<file path="config.mk">
export PLATFORM = sky130hd
export DESIGN_NAME = mode_ctrl
export DESIGN_NICKNAME = d
export VERILOG_FILES = /design/src/rtl/panel_pkg.sv /design/src/rtl/mode_ctrl_btn_sync_edge.sv /design/src/rtl/mode_ctrl.sv
export SDC_FILE = /design/constraint.sdc
export NUM_CORES = 1
export LEC_CHECK = 0
export ABC_AREA = 1
export ABC_CLOCK_PERIOD_IN_PS = 1950
export BUFFER_PORTS_ARGS = -buffer_cell sky130_fd_sc_hd__buf_2
export CORE_ASPECT_RATIO = 1.75
export CORE_MARGIN = 2
export CORE_UTILIZATION = 54
export CTS_CLUSTER_DIAMETER = 80
export DETAILED_ROUTE_END_ITERATION = 10
export PLACE_DENSITY = 0.91
export SYNTH_ARGS = -nofsm -noshare
export SYNTH_HDL_FRONTEND = slang
export SYNTH_HIERARCHICAL = 1
export SYNTH_SLANG_ARGS = --single-unit
</file>
<file path="constraint.sdc">
create_clock -name clk -period 1.95 [get_ports clk]
set_input_delay 0.195 -clock clk [delete_from_list [all_inputs] [get_ports clk]]
set_output_delay 0.195 -clock clk [all_outputs]
set_load 0.01 [all_outputs]
</file>
<file path="src/rtl/panel_pkg.sv">
// panel_pkg: function-select and controller-state types plus default panel timing constants
package panel_pkg;
  typedef enum logic [1:0] {SEL_CLOCK = 2'd0, SEL_STOPWATCH = 2'd1, SEL_TIMER = 2'd2} sel_t;
  typedef enum logic {NORMAL, ALARM} ctrl_state_t;
  localparam int DEF_SYNC_STAGES   = 2;
  localparam int DEF_REPEAT_DELAY  = 50;
  localparam int DEF_REPEAT_RATE   = 10;
  localparam int DEF_ALARM_HALF    = 25;
  localparam int DEF_ALARM_TIMEOUT = 3000;
endpackage

</file>
<file path="src/rtl/mode_ctrl_btn_sync_edge.sv">
// btn_sync_edge: synchronise raw button btn (clk, reset_n) into synced level and one-cycle rise pulse
module btn_sync_edge #(
  parameter int SYNC_STAGES = 2
) (
  input  logic clk,
  input  logic reset_n,
  input  logic btn,
  output logic level,
  output logic rise
);
  logic [SYNC_STAGES-1:0] sync;
  logic prev;
  always_ff @(posedge clk or negedge reset_n) begin
    if (!reset_n) begin
      sync <= '0;
      prev <= 1'b0;
    end else begin
      sync <= SYNC_STAGES'({sync, btn});
      prev <= sync[SYNC_STAGES-1];
    end
  end
  assign level = sync[SYNC_STAGES-1];
  assign rise  = level & ~prev;
endmodule

</file>
<file path="src/rtl/mode_ctrl.sv">
// mode_ctrl: panel controller; buttons in -> sel, inc/dec/state/start pulses, alarm, alarm_active, disp_* out
module mode_ctrl
  import panel_pkg::*;
#(
  parameter int SYNC_STAGES   = DEF_SYNC_STAGES,
  parameter int REPEAT_DELAY  = DEF_REPEAT_DELAY,
  parameter int REPEAT_RATE   = DEF_REPEAT_RATE,
  parameter int ALARM_HALF    = DEF_ALARM_HALF,
  parameter int ALARM_TIMEOUT = DEF_ALARM_TIMEOUT
) (
  input  logic       clk,
  input  logic       reset_n,
  input  logic       btn_mode,
  input  logic       btn_inc,
  input  logic       btn_dec,
  input  logic       btn_state,
  input  logic       btn_start,
  input  logic       timer_done,
  input  logic [5:0] clk_h,
  input  logic [5:0] clk_m,
  input  logic [5:0] clk_s,
  input  logic [5:0] sw_h,
  input  logic [5:0] sw_m,
  input  logic [5:0] sw_s,
  input  logic [5:0] tmr_h,
  input  logic [5:0] tmr_m,
  input  logic [5:0] tmr_s,
  output logic [1:0] sel,
  output logic       inc,
  output logic       dec,
  output logic       state,
  output logic       start,
  output logic [5:0] disp_h,
  output logic [5:0] disp_m,
  output logic [5:0] disp_s,
  output logic       alarm,
  output logic       alarm_active
);
  localparam int RW = $clog2(REPEAT_DELAY);
  localparam int HW = $clog2(ALARM_HALF);
  localparam int TW = $clog2(ALARM_TIMEOUT);
  logic [4:0] raw, lvl, rise;
  logic [RW-1:0] rpt_cnt;
  logic [HW-1:0] h_cnt;
  logic [TW-1:0] t_cnt;
  ctrl_state_t st;
  logic td_prev, td_rise, one, rpt_hit, inc_go, dec_go, h_hit, t_hit, unused_lvl;
  assign raw = {btn_start, btn_state, btn_dec, btn_inc, btn_mode};
  for (genvar i = 0; i < 5; i++) begin : g_btn
    btn_sync_edge #(.SYNC_STAGES(SYNC_STAGES)) u_btn (
      .clk,
      .reset_n,
      .btn(raw[i]),
      .level(lvl[i]),
      .rise(rise[i])
    );
  end
  assign unused_lvl = ^{lvl[4:3], lvl[0]};
  assign td_rise = timer_done & ~td_prev;
  // repeat runs only while exactly one of inc/dec is held
  assign one     = lvl[1] ^ lvl[2];
  assign rpt_hit = one && rpt_cnt == RW'(REPEAT_DELAY - 1);
  assign inc_go  = (rise[1] & ~lvl[2]) | (rpt_hit & lvl[1]);
  assign dec_go  = (rise[2] & ~lvl[1]) | (rpt_hit & lvl[2]);
  assign h_hit   = h_cnt == HW'(ALARM_HALF - 1);
  assign t_hit   = t_cnt == TW'(ALARM_TIMEOUT - 1);
  assign alarm_active = st == ALARM;
  always_ff @(posedge clk or negedge reset_n) begin
    if (!reset_n) begin
      st      <= NORMAL;
      sel     <= 2'd0;
      inc     <= 1'b0;
      dec     <= 1'b0;
      state   <= 1'b0;
      start   <= 1'b0;
      alarm   <= 1'b0;
      rpt_cnt <= '0;
      h_cnt   <= '0;
      t_cnt   <= '0;
      td_prev <= 1'b0;
    end else begin
      td_prev <= timer_done;
      inc     <= 1'b0;
      dec     <= 1'b0;
      state   <= 1'b0;
      start   <= 1'b0;
      if (st == NORMAL) begin
        if (td_rise) begin
          st      <= ALARM;
          sel     <= SEL_TIMER;
          alarm   <= 1'b1;
          rpt_cnt <= '0;
          h_cnt   <= '0;
          t_cnt   <= '0;
        end else begin
          // after the first repeat pulse, jump back so later pulses come every REPEAT_RATE
          rpt_cnt <= (one && !rise[1] && !rise[2])
                     ? (rpt_hit ? RW'(REPEAT_DELAY - REPEAT_RATE) : rpt_cnt + RW'(1)) : '0;
          if (rise[0]) begin
            sel <= (sel == SEL_TIMER) ? 2'd0 : sel + 2'd1;
          end else begin
            inc   <= inc_go;
            dec   <= dec_go;
            state <= rise[3];
            start <= rise[4];
          end
        end
      end else begin
        rpt_cnt <= '0;
        if (rise[3] || t_hit) begin
          st    <= NORMAL;
          state <= 1'b1;
          alarm <= 1'b0;
          h_cnt <= '0;
          t_cnt <= '0;
        end else begin
          h_cnt <= h_hit ? '0 : h_cnt + HW'(1);
          alarm <= alarm ^ h_hit;
          t_cnt <= t_cnt + TW'(1);
        end
      end
    end
  end
  assign disp_h = sel == SEL_CLOCK ? clk_h : sel == SEL_STOPWATCH ? sw_h : sel == SEL_TIMER ? tmr_h : 6'd0;
  assign disp_m = sel == SEL_CLOCK ? clk_m : sel == SEL_STOPWATCH ? sw_m : sel == SEL_TIMER ? tmr_m : 6'd0;
  assign disp_s = sel == SEL_CLOCK ? clk_s : sel == SEL_STOPWATCH ? sw_s : sel == SEL_TIMER ? tmr_s : 6'd0;
endmodule

</file>
==> out/qor.txt <==
# nets final -> 478
Filler Cell Count -> 365
Worst Path Required -> 1750 ps
Root Buffer -> clkbuf_8
Synth Cell Area -> 2510 um2
Clock Latency Late Sink -> 300 ps
CTS clk-pin slew, worst paths -> 90 ps
Final worst path period need -> 1730 ps
Register area -> 1180 um2
DR vias -> 2439
Share of cells above drive strength 1 -> 31.6%
Vias/cell -> 5.27
Yosys warns -> 6
Leakage -> 1.66 nW
PwrDens -> 880 nW/um2
# IOs -> 88
Number of global-route vias before repair -> 2287
Synth cell types -> 26
Initial DRC Count -> 84
CP startpoint kind -> flip-flop
WL/cell -> 12.9 um
First-pass GRT wire length -> 10000 um
H-tree depth -> 2
Fin. Hold Viols -> 0
Syn Inst Count -> 314
Post-DP HPWL -> 4650 um
CTS max path bufs -> 2
Drt total wl -> 5950 um
Post-DRT Antenna Nets -> 0
Total gr overflow -> 0
HP Class -> in2reg
Final cycle utilization of the critical path -> 88.7%
Max_cap viols -> 0
Post-Syn Area per Cell -> 7.99 um2
Core area -> 4440 um2
Status -> finished clean
Worst Path Class, Setup -> reg2out
Ant diodes -> 0
Unrepaired setup endpoints after global routing -> no
Multi-input gate area -> 1160 um2
Slew HR -> 61.6%
Flops & latches, synth -> 47
Drt drc -> 0
Chip width -> 55.5 um
Finish-stage setup viols -> 0
First-pass iteration count of the detailed router -> 4
Syn_nets -> 381
Layout area overhead -> 25.5%
Maximum vdd drop -> 950 uV
Crit end category -> output pin
FP Rows -> 32
Skew final -> 14.1 ps
Post-synthesis sequential area ratio -> 46.9%
Antenna violations before repair -> 0
Critical path peak fanout -> 18
Die height -> 94.2 um
Fin. max-slew vios -> 0
Initial Utilization -> 56.5%
Num CTS Buffers -> 5
Port-buffer cells -> 87
Final TNS setup -> 0 ps
Largest net degree at the start of global routing -> 48
WP data arrival -> 1530 ps
CTS sink cnt -> 47
FMAX -> 578 MHz
Worst Tran Pin Value -> 577 ps
Core Util, Final -> 70.9%
Die ar. -> 5230 um2
TritonCTS clock tree -> built
Setup Fix Bufs, Post-CTS -> 0
GRT Total Usage -> 24.6%
Gp weighted congestion -> 0.783
## cell usage after synthesis
library cell,n,share of area (%)
buf_6,1,0.45
o31ai_1,2,0.60
o21ai_2,7,2.4
inv_1,30,4.5
o21bai_1,1,0.30
nand2_1,105,16
ha_1,5,2.5
and3_1,1,0.25
a32oi_1,1,0.35
nor2_2,10,2.5
o21ai_1,1,0.20
o22ai_2,3,1.5
nand2_2,4,1.0
nor2_1,20,3.0
nand3_1,36,7.2
buf_2,5,1.0
dfrtp_1,47,47
nand4_1,7,1.7
clkinv_1,1,0.15
nand3_2,2,0.80
a21oi_1,5,1.0
inv_2,4,0.60
xnor2_1,5,1.7
buf_4,1,0.30
xor2_1,9,3.1
or2_0,1,0.25
## where the power goes
part           switching (W)  internal, W  leakage [nW]  total (W)
clock               0.000328     0.000257        0.0485   0.000584
combinational       0.000596     0.000410          1.01    0.00101
sequential          0.000107      0.00107         0.602    0.00118
## through the flow
step	hold WS (ps)	instances	instance area, um2	power (W)	worst slack (ps)
2_1_floorplan	-101	314	2510	0.00182	672
3_3_place_gp	303	449	3000	0.00216	474
3_5_place_dp	305	449	3000	0.00220	443
4_1_cts	15.3	463	3150	0.00279	109
5_1_grt	16.7	463	3150	0.00297	70.6
6_report	19.3	463	3150	0.00277	221
## worst max-delay path, cell delays in order (launching register included)
cell and delay [ps]:
dfrtp_1 430, nand2_1 150, clkinvlp_4 280, nand2_1 140
nand3_1 80, buf_2 140
## flip-flops by register name (all words and copies together) (netlist names)
| register | count |
|---|---|
| alarm_active | 1 |
| state | 1 |
| inc | 1 |
| t_cnt | 12 |
| g_btn.u_btn/prev | 5 |
| rpt_cnt | 6 |
| h_cnt | 5 |
| start | 1 |
| g_btn.u_btn/sync | 10 |
| sel | 2 |
| alarm | 1 |
| td_prev | 1 |
| dec | 1 |
## cell type report
| cell class | instances | share of cell area (%) |
|---|---|---|
| clock buffers | 5 | 2.18 |
| flip-flops and latches | 47 | 37.3 |
| well taps | 51 | 2.03 |
| clock inverters | 3 | 0.715 |
| inverters | 35 | 4.29 |
| multi-input cells | 225 | 36.8 |
| repair buffers | 97 | 16.7 |
## cells in the final DEF (no fill, tap or decap), types with 3 or more instances in the layout
| cell type | n |
|---|---|
| a21oi_1 | 5 |
| buf_2 | 87 |
| buf_4 | 4 |
| clkbuf_8 | 5 |
| dfrtp_1 | 47 |
| dlygate4sd3_1 | 6 |
| ha_1 | 5 |
| inv_1 | 30 |
| inv_2 | 4 |
| nand2_1 | 105 |
| nand2_2 | 4 |
| nand3_1 | 36 |
| nand4_1 | 7 |
| nor2_1 | 20 |
| nor2_2 | 10 |
| o21ai_2 | 7 |
| o22ai_2 | 3 |
| xnor2_1 | 5 |
| xor2_1 | 9 |
## what timing repair did
| item | CTS | global route |
|---|---|---|
| resized for setup | 0 | 1 |
| endpoints found under the setup margin | 0 | 18 |
| endpoints found under the hold margin | 44 | 0 |
| hold buffers | 6 | 0 |
## worst paths after layout
| check | startpoint | end | slack (ps) | depth (start not counted) |
|---|---|---|---|---|
| setup / recovery | sel[0] | disp_h[5] | 220 | 5 |
| hold / removal | timer_done | td_prev | 20 | 1 |
| setup reg to reg | t_cnt[0] | t_cnt[0] | 430 | 6 |
| hold reg to reg | g_btn[1].u_btn/sync[0] | g_btn[1].u_btn/sync[1] | 350 | 0 |
| max in group asynchronous | reset_n | g_btn[2].u_btn/sync[1] | 1030 | 3 |
| min in group asynchronous | reset_n | rpt_cnt[1] | 510 | 3 |
## cell families after synthesis
family | after synthesis | synth area share, %
fa+ha+maj | 5 | 2.49
simple gates | 186 | 32.4
buf+inv | 42 | 6.98
flops | 47 | 46.9
compound gates | 20 | 6.38
xor+xnor | 14 | 4.89
## per-layer routing
metal	share of wire [%]	track usage [%]	vias up
met5	0	0	-
met4	2.1	9.76	0
met3	9.4	7.02	10
met2	52	45.5	128
met1	36	25.6	1118
li1	-	-	1183
(Power assumes the default switching activity.)
